===== src/rtl/lsu_pkg.sv =====
// Shared integer-core defines: ALU opcodes, RV32I load/store funct3 encodings,
// access sizes and the LSU state encoding.
package lsu_pkg;

  localparam int XLEN = 32;

  typedef enum logic [3:0] {
    ALU_ADD  = 4'd0,
    ALU_SUB  = 4'd1,
    ALU_SLL  = 4'd2,
    ALU_SLT  = 4'd3,
    ALU_SLTU = 4'd4,
    ALU_XOR  = 4'd5,
    ALU_SRL  = 4'd6,
    ALU_SRA  = 4'd7,
    ALU_OR   = 4'd8,
    ALU_AND  = 4'd9
  } alu_op_e;

  localparam logic [2:0] F3_LB  = 3'b000;
  localparam logic [2:0] F3_LH  = 3'b001;
  localparam logic [2:0] F3_LW  = 3'b010;
  localparam logic [2:0] F3_LBU = 3'b100;
  localparam logic [2:0] F3_LHU = 3'b101;
  localparam logic [2:0] F3_SB  = 3'b000;
  localparam logic [2:0] F3_SH  = 3'b001;
  localparam logic [2:0] F3_SW  = 3'b010;

  // funct3[1:0] carries the access size for both loads and stores.
  localparam logic [1:0] SIZE_B = 2'b00;
  localparam logic [1:0] SIZE_H = 2'b01;
  localparam logic [1:0] SIZE_W = 2'b10;

  typedef enum logic [1:0] {
    LSU_IDLE = 2'b00,
    LSU_REQ  = 2'b01,
    LSU_WAIT = 2'b10
  } lsu_state_e;

  function automatic logic is_misaligned(input logic [1:0] size, input logic [1:0] offset);
    logic mis;
    case (size)
      SIZE_B:  mis = 1'b0;
      SIZE_H:  mis = offset[0];
      default: mis = (offset != 2'b00);
    endcase
    return mis;
  endfunction

endpackage


===== src/rtl/lsu_align.sv =====
// Combinational lane logic: store byte enables and data replication, load lane
// selection with sign or zero extension.
module lsu_align
  import lsu_pkg::*;
(
  input  logic [1:0]  st_size,
  input  logic [1:0]  st_offset,
  input  logic [31:0] st_data,
  output logic [3:0]  st_be,
  output logic [31:0] st_wdata,
  input  logic [2:0]  ld_funct3,
  input  logic [1:0]  ld_offset,
  input  logic [31:0] ld_rdata,
  output logic [31:0] ld_data
);

  logic [7:0]  ld_byte;
  logic [15:0] ld_half;

  // NOTE: every output of a combinational block gets a default before the
  // case, so no path leaves it unassigned and no latch is inferred.
  always_comb begin
    st_be    = 4'b1111;
    st_wdata = st_data;
    case (st_size)
      SIZE_B: begin
        st_be    = 4'b0001 << st_offset;
        st_wdata = {4{st_data[7:0]}};
      end
      SIZE_H: begin
        st_be    = 4'b0011 << st_offset;
        st_wdata = {2{st_data[15:0]}};
      end
      default: ;
    endcase
  end

  // Halfword lanes are only ever at offset 0 or 2 for aligned accesses.
  assign ld_byte = ld_rdata[{ld_offset, 3'b000} +: 8];
  assign ld_half = ld_rdata[{ld_offset[1], 4'b0000} +: 16];

  always_comb begin
    ld_data = ld_rdata;
    case (ld_funct3)
      F3_LB:   ld_data = {{24{ld_byte[7]}}, ld_byte};
      F3_LH:   ld_data = {{16{ld_half[15]}}, ld_half};
      F3_LBU:  ld_data = {24'b0, ld_byte};
      F3_LHU:  ld_data = {16'b0, ld_half};
      default: ld_data = ld_rdata;
    endcase
  end

endmodule


===== src/rtl/lsu.sv =====
// Load/store unit: one outstanding data-bus access, misalignment trap,
// single-cycle load writeback pulse. Only C_XLEN = 32 is supported.
module lsu
  import lsu_pkg::*;
#(
  parameter int C_XLEN = 32
) (
  input  logic              clk_i,
  input  logic              resetb_i,
  input  logic              clk_en_i,
  input  logic              req_valid_i,
  output logic              req_ready_o,
  input  logic              req_load_i,
  input  logic [2:0]        req_funct3_i,
  input  logic [C_XLEN-1:0] req_addr_i,
  input  logic [C_XLEN-1:0] req_wdata_i,
  input  logic [4:0]        req_rd_i,
  output logic              dbus_req_o,
  input  logic              dbus_ack_i,
  output logic              dbus_we_o,
  output logic [3:0]        dbus_be_o,
  output logic [C_XLEN-1:0] dbus_addr_o,
  output logic [C_XLEN-1:0] dbus_wdata_o,
  input  logic              dbus_rvalid_i,
  input  logic [C_XLEN-1:0] dbus_rdata_i,
  output logic              wb_valid_o,
  output logic [4:0]        wb_rd_o,
  output logic [C_XLEN-1:0] wb_data_o,
  output logic              misalign_o,
  output logic              misalign_load_o,
  output logic [C_XLEN-1:0] exc_addr_o
);

  lsu_state_e state_q, state_d;

  logic        req_misaligned;
  logic        take;
  logic        raise_misalign;
  logic        bus_done;
  logic        load_done;

  logic        load_q;
  logic [2:0]  funct3_q;
  logic [1:0]  offset_q;
  logic [4:0]  rd_q;

  logic [3:0]  st_be;
  logic [31:0] st_wdata;
  logic [31:0] ld_data;

  assign req_ready_o    = (state_q == LSU_IDLE);
  assign req_misaligned = is_misaligned(req_funct3_i[1:0], req_addr_i[1:0]);

  lsu_align u_align (
    .st_size   (req_funct3_i[1:0]),
    .st_offset (req_addr_i[1:0]),
    .st_data   (req_wdata_i),
    .st_be     (st_be),
    .st_wdata  (st_wdata),
    .ld_funct3 (funct3_q),
    .ld_offset (offset_q),
    .ld_rdata  (dbus_rdata_i),
    .ld_data   (ld_data)
  );

  // With clk_en_i low nothing is sampled: state_d stays state_q and no strobe fires.
  always_comb begin
    state_d        = state_q;
    take           = 1'b0;
    raise_misalign = 1'b0;
    bus_done       = 1'b0;
    load_done      = 1'b0;
    if (clk_en_i) begin
      case (state_q)
        LSU_IDLE: begin
          if (req_valid_i) begin
            if (req_misaligned) begin
              raise_misalign = 1'b1;
            end else begin
              take    = 1'b1;
              state_d = LSU_REQ;
            end
          end
        end
        LSU_REQ: begin
          if (dbus_ack_i) begin
            bus_done = 1'b1;
            if (!load_q) begin
              state_d = LSU_IDLE;
            end else if (dbus_rvalid_i) begin
              load_done = 1'b1;
              state_d   = LSU_IDLE;
            end else begin
              state_d = LSU_WAIT;
            end
          end
        end
        LSU_WAIT: begin
          if (dbus_rvalid_i) begin
            load_done = 1'b1;
            state_d   = LSU_IDLE;
          end
        end
        default: state_d = LSU_IDLE;
      endcase
    end
  end

  // NOTE: sequential state uses non-blocking assignments so every register
  // samples the pre-edge values regardless of statement order.
  always_ff @(posedge clk_i or negedge resetb_i) begin
    if (!resetb_i) begin
      state_q <= LSU_IDLE;
    end else begin
      state_q <= state_d;
    end
  end

  always_ff @(posedge clk_i or negedge resetb_i) begin
    if (!resetb_i) begin
      load_q          <= 1'b0;
      funct3_q        <= 3'b000;
      offset_q        <= 2'b00;
      rd_q            <= 5'd0;
      dbus_req_o      <= 1'b0;
      dbus_we_o       <= 1'b0;
      dbus_be_o       <= 4'b0000;
      dbus_addr_o     <= '0;
      dbus_wdata_o    <= '0;
      wb_valid_o      <= 1'b0;
      wb_rd_o         <= 5'd0;
      wb_data_o       <= '0;
      misalign_o      <= 1'b0;
      misalign_load_o <= 1'b0;
      exc_addr_o      <= '0;
    end else if (clk_en_i) begin
      wb_valid_o <= load_done;
      misalign_o <= raise_misalign;

      if (take || raise_misalign) begin
        load_q   <= req_load_i;
        funct3_q <= req_funct3_i;
        offset_q <= req_addr_i[1:0];
        rd_q     <= req_rd_i;
      end

      if (raise_misalign) begin
        misalign_load_o <= req_load_i;
        exc_addr_o      <= req_addr_i;
      end

      // Bus fields are loaded once at accept and stay frozen until the ack.
      if (take) begin
        dbus_req_o   <= 1'b1;
        dbus_we_o    <= !req_load_i;
        dbus_be_o    <= st_be;
        dbus_addr_o  <= {req_addr_i[C_XLEN-1:2], 2'b00};
        dbus_wdata_o <= st_wdata;
      end else if (bus_done) begin
        dbus_req_o <= 1'b0;
      end

      if (load_done) begin
        wb_rd_o   <= rd_q;
        wb_data_o <= ld_data;
      end
    end
  end

endmodule


===== config.mk =====
export PLATFORM = sky130hd
export DESIGN_NAME = lsu
export DESIGN_NICKNAME = d
export VERILOG_FILES = /design/src/rtl/lsu_pkg.sv /design/src/rtl/lsu_align.sv /design/src/rtl/lsu.sv
export SDC_FILE = /design/constraint.sdc
export NUM_CORES = 1
export LEC_CHECK = 0
export CORE_ASPECT_RATIO = 1.4
export CORE_MARGIN = 2
export CORE_UTILIZATION = 49
export DETAILED_ROUTE_END_ITERATION = 10
export GPL_TIMING_DRIVEN = 0
export PLACE_DENSITY = 0.95
export SYNTH_ARGS = -nofsm -noshare
export SYNTH_HDL_FRONTEND = slang
export SYNTH_HIERARCHICAL = 1
export SYNTH_SLANG_ARGS = --single-unit

===== constraint.sdc =====
create_clock -name clk_i -period 5.2 [get_ports clk_i]
set_clock_uncertainty 0.05 [all_clocks]
set_input_delay 1.04 -clock clk_i [delete_from_list [all_inputs] [get_ports clk_i]]
set_output_delay 1.04 -clock clk_i [all_outputs]
set_load 0.005 [all_outputs]

=== Yosys cells after proc, flatten, opt, wreduce, memory -nomap -nowiden ===
Cells that the tools add are included.

* Register bits after elaboration: 153
* Bits of input ports: 111
* Output and inout port bits: 143
* Word-level logic and storage cells: 72

* Eq/ne operators: 10
* Shift-type cells: 4
* Mux-type cells: 29
* Reduce and logical (&&, ||, !) cells: 13

{| class="wikitable"
|+ Operators with widths
! operator !! count
|-
| 32-bit one-hot mux with 4 select lines || 1
|-
| 32-bit one-hot mux with 2 select lines || 1
|-
| 32-bit by 6-bit variable part select with 16-bit output || 1
|-
| 32-bit by 6-bit variable part select with 8-bit output || 1
|-
| 1-bit two-way mux || 17
|-
| 2-bit two-way mux || 6
|-
| 2-bit AND reduction || 5
|-
| 2-bit inequality test, second input constant || 4
|-
| 4-bit one-hot mux with 2 select lines || 1
|-
| 3-bit == test, second input constant || 2
|-
| 2-bit one-hot mux with 3 select lines || 1
|-
| 5-bit AND reduction || 1
|-
| 2-bit by 1-bit == test with 1-bit output, second input constant || 2
|-
| 2-bit logical NOT || 2
|-
| 1-bit one-hot mux with 2 select lines || 2
|-
| 2-bit nonzero test || 2
|-
| 1-bit by 2-bit left shift with 4-bit output, first input constant || 1
|-
| 2-bit by 2-bit left shift with 4-bit output, first input constant || 1
|-
| 3-bit by 1-bit == test with 1-bit output, second input constant || 1
|-
| 3-bit logical NOT || 1
|-
| 2-bit == test, second input constant || 1
|-
| 1-bit logical NOT || 1
|-
| 1-bit logical OR || 1
|}

=== Depth between registers and ports, before layout ===
Gate-level depths: netlist of run 1.

* Depth in word-level cells: 8
* Depth in mapped cells: 8
* Depth with buffers taken out: 6

=== Cells and area by module ===
The synthesis of run 1 kept the hierarchy.

{| class="wikitable"
|+ Modules (own cells, without submodules)
! module !! times used !! cells each !! area each (µm²) !! seq. area each (µm²)
|-
| lsu || 1 || 348 || 5,836.8 || 3,828.7
|-
| lsu_align || 1 || 184 || 1,326.3 || 0.0
|}

=== Least setup slack after synthesis of run 1 ===
Ideal clock, no wire load.

* Path type: input -> register
* Start: input port req_funct3_i[1]
* End: register dbus_wdata_o[10]
* Setup time: 0.125 ns
* Arrival time: 2.097 ns
* Data required time: 5.025 ns
* Path slack: 2.929 ns
* Stages: 4
* Buffers on the path: 1
* Path through: buf_2 nor2_2 mux2_2 mux2_2

* Elaborated cells between the ends (all ways): 9
* Those cells by class: eq/ne (1); mux (6); reduce/logical (2)

{| class="wikitable"
|+ RTL lines
! element !! line !! RTL
|-
| start: declaration || lsu.sv:14 || <nowiki>input logic [2:0] req_funct3_i,</nowiki>
|-
| 2-bit by 1-bit == test with 1-bit output or 2-bit logical NOT (tied branches) || lsu_align.sv:25 || <nowiki>case (st_size)</nowiki>
|-
| 32-bit one-hot mux with 2 select lines (*) || lsu_align.sv:25 ||
|-
| named net st_wdata[10] || lsu.sv:48 || <nowiki>logic [31:0] st_wdata;</nowiki>
|-
| end signal: assignment || lsu.sv:158 || <nowiki>dbus_wdata_o <= st_wdata;</nowiki>
|-
| end: declaration || lsu.sv:23 || <nowiki>output logic [C_XLEN-1:0] dbus_wdata_o,</nowiki>
|}

The timed path passes the listed nets; every way through them passes the cells marked *.
A chain may end at the register's enable or synchronous reset.

=== Final worst setup path of run 1 ===
* Start: register state_q[0]
* End: output port req_ready_o

* Word-level cells in the longest chain between the ends: 1

{| class="wikitable"
|+ RTL lines
! element !! line !! RTL
|-
| start: declaration || lsu.sv:34 || <nowiki>lsu_state_e state_q, state_d;</nowiki>
|-
| start signal: assignment || lsu.sv:115 || <nowiki>state_q <= state_d;</nowiki>
|-
| 2-bit logical NOT || lsu.sv:51 || <nowiki>assign req_ready_o = (state_q == LSU_IDLE);</nowiki>
|-
| end: declaration || lsu.sv:12 || <nowiki>output logic req_ready_o,</nowiki>
|}

No other way between the ends.

==> results of run 1 <==
## cells by family (layout without fill, tap and decap cells)
logic type	count (synthesis)	after routing	share of synthesized area [%]
compound gates	56	56	5.35
fa+ha+maj	3	3	0.524
buf+inv	50	333	4.65
flops	153	153	53.4
mux	183	183	29.0
other cells	1	2	0.0524
simple gates	86	86	6.95
## power groups by stage
| stage | clock, mW | sequential (mW) | combinational, mW |
|---|---|---|---|
| floorplan | 0 | 2.08 | 1.08 |
| global placement | 0 | 2.04 | 2.48 |
| detailed placement | 0 | 2.08 | 2.56 |
| CTS | 1.29 | 2.06 | 2.58 |
| global route | 1.34 | 2.13 | 2.73 |
| finish | 1.26 | 2.06 | 2.57 |
## worst paths after layout
| kind | startpoint | endpoint | slack [ns] |
|---|---|---|---|
| max | state_q[0]$_DFFE_PN0P_ | req_ready_o | 2.41 |
| min | dbus_req_o$_DFFE_PN0P_ | dbus_req_o$_DFFE_PN0P_ | 0.44 |
| max reg2reg | state_q[0]$_DFFE_PN0P_ | exc_addr_o[13]$_DFFE_PN0P_ | 3.11 |
| min reg2reg | dbus_req_o$_DFFE_PN0P_ | dbus_req_o$_DFFE_PN0P_ | 0.44 |
| max in group asynchronous | resetb_i | dbus_wdata_o[22]$_DFFE_PN0P_ | 3.71 |
| min in group asynchronous | resetb_i | wb_rd_o[2]$_DFFE_PN0P_ | 0.57 |
## per-layer routing
metal | share of wire [%] | up-vias | track usage (%)
met5 | 0 | - | 0
met4 | 3.6 | 0 | 11.8
met3 | 6.1 | 53 | 5.50
met2 | 53 | 262 | 45.4
met1 | 37 | 2658 | 28.8
li1 | - | 2460 | -
## sequential cells by signal, indices dropped and copies added, names as in the netlist
register and flops:
dbus_be_o 4, state_q 2, wb_data_o 32, wb_rd_o 5, misalign_load_o 1, dbus_we_o 1, exc_addr_o 32, load_q 1
wb_valid_o 1, offset_q 2, misalign_o 1, dbus_addr_o 30, rd_q 5, dbus_req_o 1, funct3_q 3, dbus_wdata_o 32
## final cells by class
| type | count | share of cell area [%] |
|---|---|---|
| clock inverter | 14 | 1.70 |
| multi-input combinational | 330 | 28.5 |
| inverter | 6 | 0.213 |
| timing repair buffer | 252 | 24.1 |
| tap | 189 | 2.24 |
| sequential | 153 | 36.3 |
| clock buffer | 17 | 4.03 |
| buffer | 44 | 2.94 |
## placed cells by master, fill, tap and decap left out, drive strengths merged, types with 2 or more instances in the layout
cell           netlist  final
nand4                7      7
o21bai               2      2
mux2i               18     18
nor2b                2      2
conb                 1      2
buf                 39     41
nand3               13     13
inv                  6     15
dfrtp              153    153
nand2               38     38
a21o                 2      2
a211oi              14     14
ha                   3      3
nand3b               9      9
a21oi                4      4
nor3                 8      8
bufinv               0      2
mux2               164    164
a22oi               16     16
clkdlybuf4s50        0    250
o21ai               14     14
clkinv               0      2
nor3b                2      2
nor2                 2      2
clkbuf               5     22
## tightest hold or removal path, cell delays in order (launching register included)
cell and delay, ns:
dfrtp_1 0.35, nand2_1 0.06, nand2_1 0.05
## synthesized netlist by cell type (all sizes together) (2+ instances only)
cell	n	area share, %
o21bai	2	0.21
nand4	7	0.87
mux2	164	26
nor2b	2	0.17
dfrtp	153	53
o21ai	14	1.0
nor3	8	0.56
nor2	2	0.14
inv	6	0.31
nand3	13	0.98
nor3b	2	0.52
a22oi	16	1.7
a21o	2	0.21
clkbuf	5	0.26
ha	3	0.52
a21oi	4	0.33
nand2	38	2.0
a211oi	14	1.5
mux2i	18	2.5
nand3b	9	1.1
buf	39	4.1
==> key figures, run 1 <==
Pwr
  – Flop pwr share: 35.0%
  – Sw Ratio: 30.2%
  – Power per cell area: 559 mW/mm^2
  – Clock power share: 21.4%
  – Max IR drop VDD: 0.313 mV
  – Pwr Total: 5.89 mW
  – Comb pwr share: 43.6%
  – Leakage: 4.59 nW
  – Sw Pwr: 1.78 mW
  – Internal power: 4.12 mW

Clocking
  – Setup Fix Bufs, Post-CTS: 0
  – CTS clk-pin slew, worst paths: 0.06 ns
  – CTS Buf Count: 17
  – Clk sinks: 153
  – Maximum buffer depth of the clock tree: 2
  – H-Tree Depth: 4
  – Skew-Pair Late Insertion Delay: 0.41 ns
  – CTS tree: done
  – Root buf cell: clkbuf_16
  – Hold-fix buffers at CTS: 0
  – Post-CTS resize count: 0

Detailed routing
  – DRC viols: 0
  – WL/cell: 19.4 um
  – Via count: 5433
  – Drt first pass iters: 5
  – ANT nets after route: 0
  – Detail-routed via count per cell: 5.41
  – Final WL: 19500 um
  – Iter 0 DRT Violations: 299

Worst setup path
  – Number of cells on the critical path: 3
  – R2R cell count: 6
  – Crit-path cells: inv_1 > ha_1 > clkdlybuf4s50_1
  – CP peak stage delay: 0.55 ns
  – Critical path peak fanout: 4
  – CP top delay family: buffers and inverters
  – Crit Path Class: register to primary output
  – CP max stage cell: clkdlybuf4s50_1
  – CP bufs+invs: 2
  – WP data required: 4.11 ns
  – Startpoint types: register
  – Critical Path AT: 1.70 ns
  – Crit. End Element: primary output

Placed design
  – DP Worst Slack: 1.99 ns
  – GP Congestion: 0.934
  – Placed cell count: 974
  – DP Area: 0.00994 sq mm
  – DP HPWL: 14600 um
  – Port Buf Inserts: 251

Status
  – Outcome: finished, final reports clean

Layout
  – # fillers: 964
  – Area Overhead vs Synth: 47.3%
  – Share of cells above drive strength 1: 30.5%
  – Diode count: 0
  – Post-layout util: 73.4%
  – Multi-input gate area: 0.00301 sq mm
  – Layout Cells excl Fill: 1005
  – FF/Latch Area: 0.00383 sq mm
  – Design area: 0.0105 sq mm
  – Final #Nets: 918

STA
  – Setup TNS: 0 ns
  – Final hold viol count: 0
  – Fin crit share: 53.7%
  – Slew Viols, Final: 0
  – RSZ-0062 raised after global routing: no
  – Post-layout worst setup margin: 2.41 ns
  – Hold Slack: 0.438 ns
  – Final min period: 2.79 ns
  – Relative slew slack: 56.1%
  – Least-Margin Pin Slew: 0.658 ns
  – Final setup viols: 0
  – Fmax: 0.358 GHz

Global routing
  – GRT Residual Overflow: 0
  – Gr usage total: 25.5%
  – Antenna violations before repair: 0
  – First-pass GRT wire length: 30700 um
  – Largest net degree at the start of global routing: 87
  – Vias in the first global route: 5827

Die
  – Row Count: 52
  – Die W: 106 um
  – Die ar.: 0.0156 sq mm
  – Io pins: 254
  – Initial Utilization: 49.8%
  – Die Span Y: 147 um
  – Core area: 0.0144 sq mm

Min path
  – HP Class: register to register
  – Hold path depth: 2

Yosys
  – Post-synth EDFFs: 0
  – Warnings from Yosys: 6
  – Async set or reset register ratio after synthesis: 100%
  – Mapped Cells: 532
  – Seq/Total Area, Yosys: 53.4%
  – Most used DFF post-synth: dfrtp_1
  – Syn Area/Cell: 13.5 sq um
  – Post-Syn Area: 0.00716 sq mm
  – Seq cells post-synth: 153
  – Synth unique cells: 42

Flow run
  – Max cap viols: 0
No activity file was read; power rests on OpenSTA's default activity.
==> run 2, diff against run 1 <==
--- a/config.mk
+++ b/config.mk
@@ -7,10 +7,10 @@
 export LEC_CHECK = 0
 export CORE_ASPECT_RATIO = 1.4
 export CORE_MARGIN = 2
-export CORE_UTILIZATION = 49
+export CORE_UTILIZATION = 41
 export DETAILED_ROUTE_END_ITERATION = 10
 export GPL_TIMING_DRIVEN = 0
-export PLACE_DENSITY = 0.95
+export PLACE_DENSITY = 0.86
 export SYNTH_ARGS = -nofsm -noshare
 export SYNTH_HDL_FRONTEND = slang
 export SYNTH_HIERARCHICAL = 1
==> constraint.sdc (replaced) <==
create_clock -name clk_i -period 2.5 [get_ports clk_i]
set_clock_uncertainty 0.05 [all_clocks]
set_input_delay 0.5 -clock clk_i [delete_from_list [all_inputs] [get_ports clk_i]]
set_output_delay 0.5 -clock clk_i [all_outputs]
set_load 0.005 [all_outputs]
==> run 2 against run 1 <==
Net effect: first-iteration DRC count increased by 2.0%; combinational power is 110% higher; total power up 110%; critical path depth increased by 2; largest cell class unchanged; clock power increased by 100%; sequential power grew 110%; clock-buffer cell count up 1; sequential cell count unchanged; routed wire length shrank 0.18%.
==> key figures, run 2 (synthesis results as in run 1) <==
Detailed routing
  – Drt first pass iters: 4
  – Via count: 5331
  – Detail-routed via count per cell: 5.06
  – WL/cell: 18.5 um
  – DRC viols: 0
  – ANT nets after route: 0
  – Iter 0 DRT Violations: 305
  – Final WL: 19500 um

Worst setup path
  – Critical path peak fanout: 10
  – CP top delay family: buffers and inverters
  – CP peak stage delay: 0.71 ns
  – FF-to-FF setup slack: 0.39 ns
  – Crit Path Class: primary input to register
  – WP data required: 2.74 ns
  – Critical Path AT: 2.52 ns
  – Startpoint types: primary input
  – Crit-path cells: clkdlybuf4s50_1 > nand2_1 > a21oi_2 > buf_4 > mux2_2
  – CP bufs+invs: 2
  – CP max stage cell: clkdlybuf4s50_1
  – Crit. End Element: register

Placed design
  – DP HPWL: 14500 um
  – Port Buf Inserts: 251
  – GP Congestion: 0.859
  – DP Area: 0.0100 sq mm
  – DP Worst Slack: -0.264 ns
  – Placed cell count: 1021

Pwr
  – Leakage: 4.57 nW
  – Max IR drop VDD: 0.647 mV
  – Pwr Total: 12.1 mW
  – Power per cell area: 1140 mW/mm^2

Clocking
  – Post-CTS resize count: 0
  – CTS Buf Count: 17
  – CTS clk-pin slew, worst paths: 0.07 ns
  – Clk sinks: 153
  – Maximum buffer depth of the clock tree: 2
  – Skew-Pair Late Insertion Delay: 0.41 ns
  – Setup Fix Bufs, Post-CTS: 0
  – CTS tree: done
  – Root buf cell: clkbuf_16
  – H-Tree Depth: 4
  – Hold-fix buffers at CTS: 0

Die
  – Row Count: 57
  – Core area: 0.0173 sq mm
  – Die W: 116 um
  – Die ar.: 0.0186 sq mm
  – Initial Utilization: 41.5%
  – Io pins: 254
  – Die Span Y: 160 um

STA
  – Fin crit share: 91.2%
  – Fmax: 0.438 GHz
  – Slew Viols, Final: 0
  – Post-layout worst setup margin: 0.219 ns
  – Final min period: 2.28 ns
  – RSZ-0062 raised after global routing: no
  – Final hold viol count: 0
  – Final setup viols: 0
  – Least-Margin Pin Slew: 0.732 ns
  – Relative slew slack: 51.2%

Global routing
  – Antenna violations before repair: 1
  – Largest net degree at the start of global routing: 79
  – Vias in the first global route: 5645
  – First-pass GRT wire length: 30400 um
  – GRT Residual Overflow: 0
  – Gr usage total: 21.4%

Layout
  – Multi-input gate area: 0.00301 sq mm
  – # fillers: 1390
  – Post-layout util: 61.4%
  – Most common library cell in the layout ignoring fill and taps: clkdlybuf4s50_1
  – Final #Nets: 918
  – Most frequent cells in the layout: clkdlybuf4s50_1, mux2_2, dfrtp_1, nand2_1, mux2i_1
  – FF/Latch Area: 0.00383 sq mm
  – Design area: 0.0106 sq mm
  – Share of cells above drive strength 1: 30.6%
  – Layout Cells excl Fill: 1054
  – Regs by FF count: dbus_wdata_o (32), exc_addr_o (32), wb_data_o (32)
  – Area Overhead vs Synth: 47.9%

Status
  – Outcome: finished, final reports clean

Flow run
  – Max cap viols: 0

Min path
  – HP Class: primary input to async pin
run 2: per-layer routing:
metal	routed length (um)	global-route usage [%]
met1	7260	23.8
met2	10500	37.9
met3	1080	6.08
met4	643	8.87
met5	0	0
run 2: cell type report:
cell class	count	share of cell area, %
antenna	1	0.0236
tap	236	2.79
sequential	153	36.1
clock buffer	18	4.15
inverter	6	0.213
clock inverter	14	1.39
timing repair buffer	252	24.0
buffer	44	2.93
multi-input combinational	330	28.4
run 2: worst paths after layout:
| kind | from | to | depth (start not counted) |
|---|---|---|---|
| min | resetb_i | dbus_addr_o[28]$_DFFE_PN0P_ | 1 |
| max reg2reg | state_q[1]$_DFFE_PN0P_ | wb_data_o[29]$_DFFE_PN0P_ | 7 |
| min in group clk_i | dbus_req_o$_DFFE_PN0P_ | dbus_req_o$_DFFE_PN0P_ | 2 |
| max in group asynchronous | resetb_i | offset_q[1]$_DFFE_PN0P_ | 2 |
| max | req_addr_i[1] | exc_addr_o[26]$_DFFE_PN0P_ | 5 |
| min reg2reg | dbus_req_o$_DFFE_PN0P_ | dbus_req_o$_DFFE_PN0P_ | 2 |
run 2: through the flow:
step                      setup TNS [ns]  hold slack, ns
after floorplan                        0           0.154
after global placement           -820.11           0.410
after detailed placement           -8.88           0.410
after CTS                              0          0.0648
after global routing                   0          0.0970
final                                  0          0.0517
run 2: power breakdown:
| part | switching [mW] | internal (mW) |
|---|---|---|
| combinational | 1.87 | 3.41 |
| clock | 1.12 | 1.44 |
| sequential | 0.645 | 3.63 |
==> run 3, diff against run 2 <==
--- a/config.mk
+++ b/config.mk
@@ -10,7 +10,7 @@
 export CORE_UTILIZATION = 41
 export DETAILED_ROUTE_END_ITERATION = 10
 export GPL_TIMING_DRIVEN = 0
-export PLACE_DENSITY = 0.86
+export PLACE_DENSITY = 0.77
 export SYNTH_ARGS = -nofsm -noshare
 export SYNTH_HDL_FRONTEND = slang
 export SYNTH_HIERARCHICAL = 1
==> run 3 against run 2 <==
Net effect: clock power rose by 2%; setup slack improved by 0.020 ns; sequential share of layout area hardly changed; first-iteration DRC count up 3.9%; worst hold slack gained 0.029 ns; critical path depth down 2; clock-buffer cell count did not move; fmax increased by 0.88%; non-clock buffer count did not move; cell count about the same; sequential power hardly changed; largest power group unchanged.
==> key figures, run 3 (synthesis results as in run 1) <==
STA
  – Fmax: 0.442 GHz
  – Relative slew slack: 51.2%
  – Final setup viols: 0
  – Fin crit share: 90.4%
  – Post-layout worst setup margin: 0.239 ns
  – Final min period: 2.26 ns
  – Setup TNS: 0 ns
  – RSZ-0062 raised after global routing: no
  – Least-Margin Pin Slew: 0.732 ns
  – Final hold viol count: 0
  – Slew Viols, Final: 0

Layout
  – FF/Latch Area: 0.00383 sq mm
  – Final #Nets: 918
  – Most frequent cells in the layout: clkdlybuf4s50_1, mux2_2, dfrtp_1, nand2_1, mux2i_1
  – # fillers: 1428
  – Design area: 0.0106 sq mm
  – Area Overhead vs Synth: 48.0%
  – Most common library cell in the layout ignoring fill and taps: clkdlybuf4s50_1
  – Multi-input gate area: 0.00301 sq mm
  – Regs by FF count: dbus_wdata_o (32), exc_addr_o (32), wb_data_o (32)
  – Post-layout util: 61.4%
  – Diode count: 0
  – Share of cells above drive strength 1: 30.6%

Die
  – Core area: 0.0173 sq mm
  – Initial Utilization: 41.5%
  – Die ar.: 0.0186 sq mm
  – Die W: 116 um
  – Io pins: 254
  – Die Span Y: 160 um
  – Row Count: 57

Clocking
  – Root buf cell: clkbuf_16
  – Clk sinks: 153
  – Skew-Pair Late Insertion Delay: 0.41 ns
  – CTS tree: done
  – Hold-fix buffers at CTS: 0
  – Maximum buffer depth of the clock tree: 2
  – CTS Buf Count: 17
  – CTS clk-pin slew, worst paths: 0.06 ns
  – H-Tree Depth: 4
  – Setup Fix Bufs, Post-CTS: 0
  – Post-CTS resize count: 0

Worst setup path
  – Startpoint types: register
  – Critical Path AT: 1.71 ns
  – CP peak stage delay: 0.56 ns
  – CP bufs+invs: 2
  – FF-to-FF setup slack: 0.42 ns
  – CP max stage cell: clkdlybuf4s50_1
  – Crit. End Element: primary output
  – Critical path peak fanout: 4
  – WP data required: 1.95 ns
  – CP top delay family: buffers and inverters
  – Crit-path cells: inv_1 > ha_1 > clkdlybuf4s50_1
  – Crit Path Class: register to primary output

Global routing
  – Gr usage total: 21.5%
  – GRT Residual Overflow: 0
  – Antenna violations before repair: 0
  – Largest net degree at the start of global routing: 82
  – Vias in the first global route: 5814
  – First-pass GRT wire length: 31100 um

Pwr
  – Power per cell area: 1150 mW/mm^2
  – Leakage: 4.59 nW
  – Max IR drop VDD: 0.561 mV

Flow run
  – Max cap viols: 0

Placed design
  – DP Area: 0.0100 sq mm
  – GP Congestion: 0.903
  – Port Buf Inserts: 251
  – DP Worst Slack: -0.237 ns
  – DP HPWL: 15100 um

Status
  – Outcome: finished, final reports clean

Detailed routing
  – Via count: 5381
  – Iter 0 DRT Violations: 317
  – DRC viols: 0
  – Final WL: 19700 um
  – ANT nets after route: 0
  – Detail-routed via count per cell: 5.11
  – Drt first pass iters: 4
  – WL/cell: 18.7 um

Min path
  – HP Class: primary input to async pin
## run 3: through the flow
step / power, mW / hold WS, ns / std cells
final: 12.2 / 0.0804 / 1053
after global routing: 12.9 / 0.123 / 1053
after CTS: 12.3 / 0.0880 / 1053
after detailed placement: 9.67 / 0.418 / 1021
after global placement: 9.46 / 0.418 / 1020
after floorplan: 6.56 / 0.154 / 533
## run 3: worst paths after layout
kind	from	end	depth (start not counted)
worst min register to register	misalign_o$_DFFE_PN0P_	misalign_o$_DFFE_PN0P_	1
worst max-delay path	state_q[1]$_DFFE_PN0P_	req_ready_o	3
max in group asynchronous	resetb_i	dbus_wdata_o[8]$_DFFE_PN0P_	2
worst max register to register	state_q[1]$_DFFE_PN0P_	wb_data_o[18]$_DFFE_PN0P_	7
min in group clk_i	misalign_o$_DFFE_PN0P_	misalign_o$_DFFE_PN0P_	1
worst min-delay path	resetb_i	wb_rd_o[1]$_DFFE_PN0P_	1
## run 3: layout make-up
cell class / instances / area share [%]
flip-flops and latches: 153 / 36.1
clock buffers: 18 / 4.14
repair buffers: 252 / 24.0
clock inverters: 14 / 1.51
plain buffers: 44 / 2.93
multi-input cells: 330 / 28.3
inverters: 6 / 0.212
well taps: 236 / 2.78
## run 3: routing by layer
| metal | track usage (%) | vias up | part of all wire [%] |
|---|---|---|---|
| met5 | 0 | - | 0 |
| met1 | 25.2 | 2654 | 38 |
| met2 | 37.5 | 239 | 52 |
| met3 | 5.51 | 38 | 7.1 |
| li1 | - | 2450 | - |
| met4 | 7.79 | 0 | 2.6 |
## run 3: report_power, final
part	switching [mW]	internal [mW]	leakage, nW
clock	1.08	1.53	0.292
combinational	1.89	3.41	2.42
sequential	0.662	3.63	1.88
==> RTL edit (settings of run 2) <==
Re-encode `lsu_state_e` (3 states) as one-hot, 3 bits wide.
--- a/src/rtl/lsu_pkg.sv
+++ b/src/rtl/lsu_pkg.sv
@@ -33,6 +33,6 @@
 
-  typedef enum logic [1:0] {
-    LSU_IDLE = 2'b00,
-    LSU_REQ  = 2'b01,
-    LSU_WAIT = 2'b10
+  typedef enum logic [2:0] {
+    LSU_IDLE = 3'b001,
+    LSU_REQ  = 3'b010,
+    LSU_WAIT = 3'b100
   } lsu_state_e;
Check against the original RTL: same outputs for any inputs over 4 cycles, from zero or initial values and one cycle with resetb_i low; so few cycles prove little.
==> RTL edit against run 2 <==
Non-clock buffer count grew 2. Largest cell class unchanged. Setup slack got worse by 0.073 ns. Sequential cell count grew 1. Synthesized cell count rose by 0.38%. Synthesized area grew 0.66%. Count of clock-buffer cells in the layout did not move. Wire length is 0.64% higher. Cell area up 0.91%. Highest routed layer unchanged. First-iteration DRC count increased by 16%. Power rose by 1.6%.
==> RTL edit: results (changes against run 2) <==
fill_cells: 1363  # -1.9%
synth_commonest_cells: "mux2_2, dfrtp_1, nand2_1, buf_4, mux2i_1"
worst_path_largest_cell_delay_ns: 0.59  # -0.12 ns
reg2reg_to: "dbus_addr_o[26]$_DFFE_PN0P_"
timing.rr.start: "state_q[0]$_DFFE_PN1P_"
dpl.hpwl_um: 14600  # +0.67%
syn_inst: 534  # +0.38%
timing.final.ws_setup_ns: 0.146  # -0.0733 ns
totalWireLength_um: 19600  # +0.64%
slowest_stage: "dfstp_2"
grt_pass1_vias: 5620  # -0.44%
p_leak_nw: 4.63  # +1.2%
grt_use_total_pct: 21.9  # +0.47 points
hold_slack_ns: 0.0568  # +0.00517 ns
crit_fanout: 6  # -4
r2r_setup_slack_ns: 0.29  # -0.10 ns
drive_above_1_share_pct: 30.6  # +0.047 points
drt_first_iter_violations: 353  # +16%
antenna_found_initial: 0  # -1
ff_latch_area_mm2: 0.00385  # +0.69%
outcome: "finished clean"
grt_pass1_wl_um: 31200  # +2.6%
antenna_cells: 0  # -1
first_pass_iters: 5  # +1
place_congestion: 0.884  # +3.0%
power.internal_w: 0.00870  # +2.5%
grt_max_degree: 80  # +1.3%
cp_data_arrival_time_ns: 1.80  # -0.72 ns
post_drt_wl_per_cell_um: 18.6  # +0.54%
pre_cts_ws_ns: -0.175  # +0.0897 ns
critical_path.top_delay_family: "flip-flops"
placed_cells: 1023  # +0.20%
tightest_slew_ns: 0.722  # -0.00927 ns
avgViaCountPerCell: 5.11  # +0.95%
placedInstanceArea_mm2: 0.0101  # +0.48%
-- RTL edit: cell types whose count changed after synthesis, moves of 2 or more --
cell             run 2  this run
ha_1                 3         0
buf_4               16        20
buf_2               14        12
inv_1                6         4
nand3_1             12         9
and3_1               0         2
a21o_1               2         4
nand2b_1             1         3
-- RTL edit: area by class of cell --
type,count,area share (%)
multi-input combinational,331,28.1
clock buffer,18,4.11
sequential,154,36.1
tap,236,2.76
inverter,4,0.140
buffer,46,3.17
timing repair buffer,252,23.8
clock inverter,14,1.86
-- RTL edit: cells by family after synthesis --
| family | count (synthesis) | share of synthesized area (%) |
|---|---|---|
| mux | 184 | 29.0 |
| compound gates | 55 | 5.22 |
| buf+inv | 50 | 4.91 |
| other cells | 1 | 0.0520 |
| flops | 154 | 53.5 |
| simple gates | 90 | 7.36 |
-- RTL edit: worst max-delay path by stage --
stage,startpoint,to
finish,state_q[0]$_DFFE_PN1P_,req_ready_o
global route,state_q[0]$_DFFE_PN1P_,req_ready_o
CTS,state_q[0]$_DFFE_PN1P_,req_ready_o
detailed placement,req_funct3_i[0],dbus_addr_o[24]$_DFFE_PN0P_
global placement,resetb_i,dbus_wdata_o[17]$_DFFE_PN0P_
floorplan,state_q[0]$_DFFE_PN1P_,dbus_addr_o[24]$_DFFE_PN0P_
-- RTL edit: per-layer routing --
metal	GRT usage [%]	up-vias	part of all wire, %
li1	-	2473	-
met3	6.00	52	5.8
met4	11.9	0	4.3
met2	37.0	213	53
met1	24.8	2649	37
met5	0	-	0
-- RTL edit: power groups by stage --
stage	registers [W]	logic, W	clock network (W)
floorplan	0.00437	0.00216	0
global placement	0.00432	0.00513	0
detailed placement	0.00438	0.00524	0
CTS	0.00435	0.00527	0.00284
global route	0.00449	0.00559	0.00294
finish	0.00434	0.00522	0.00276
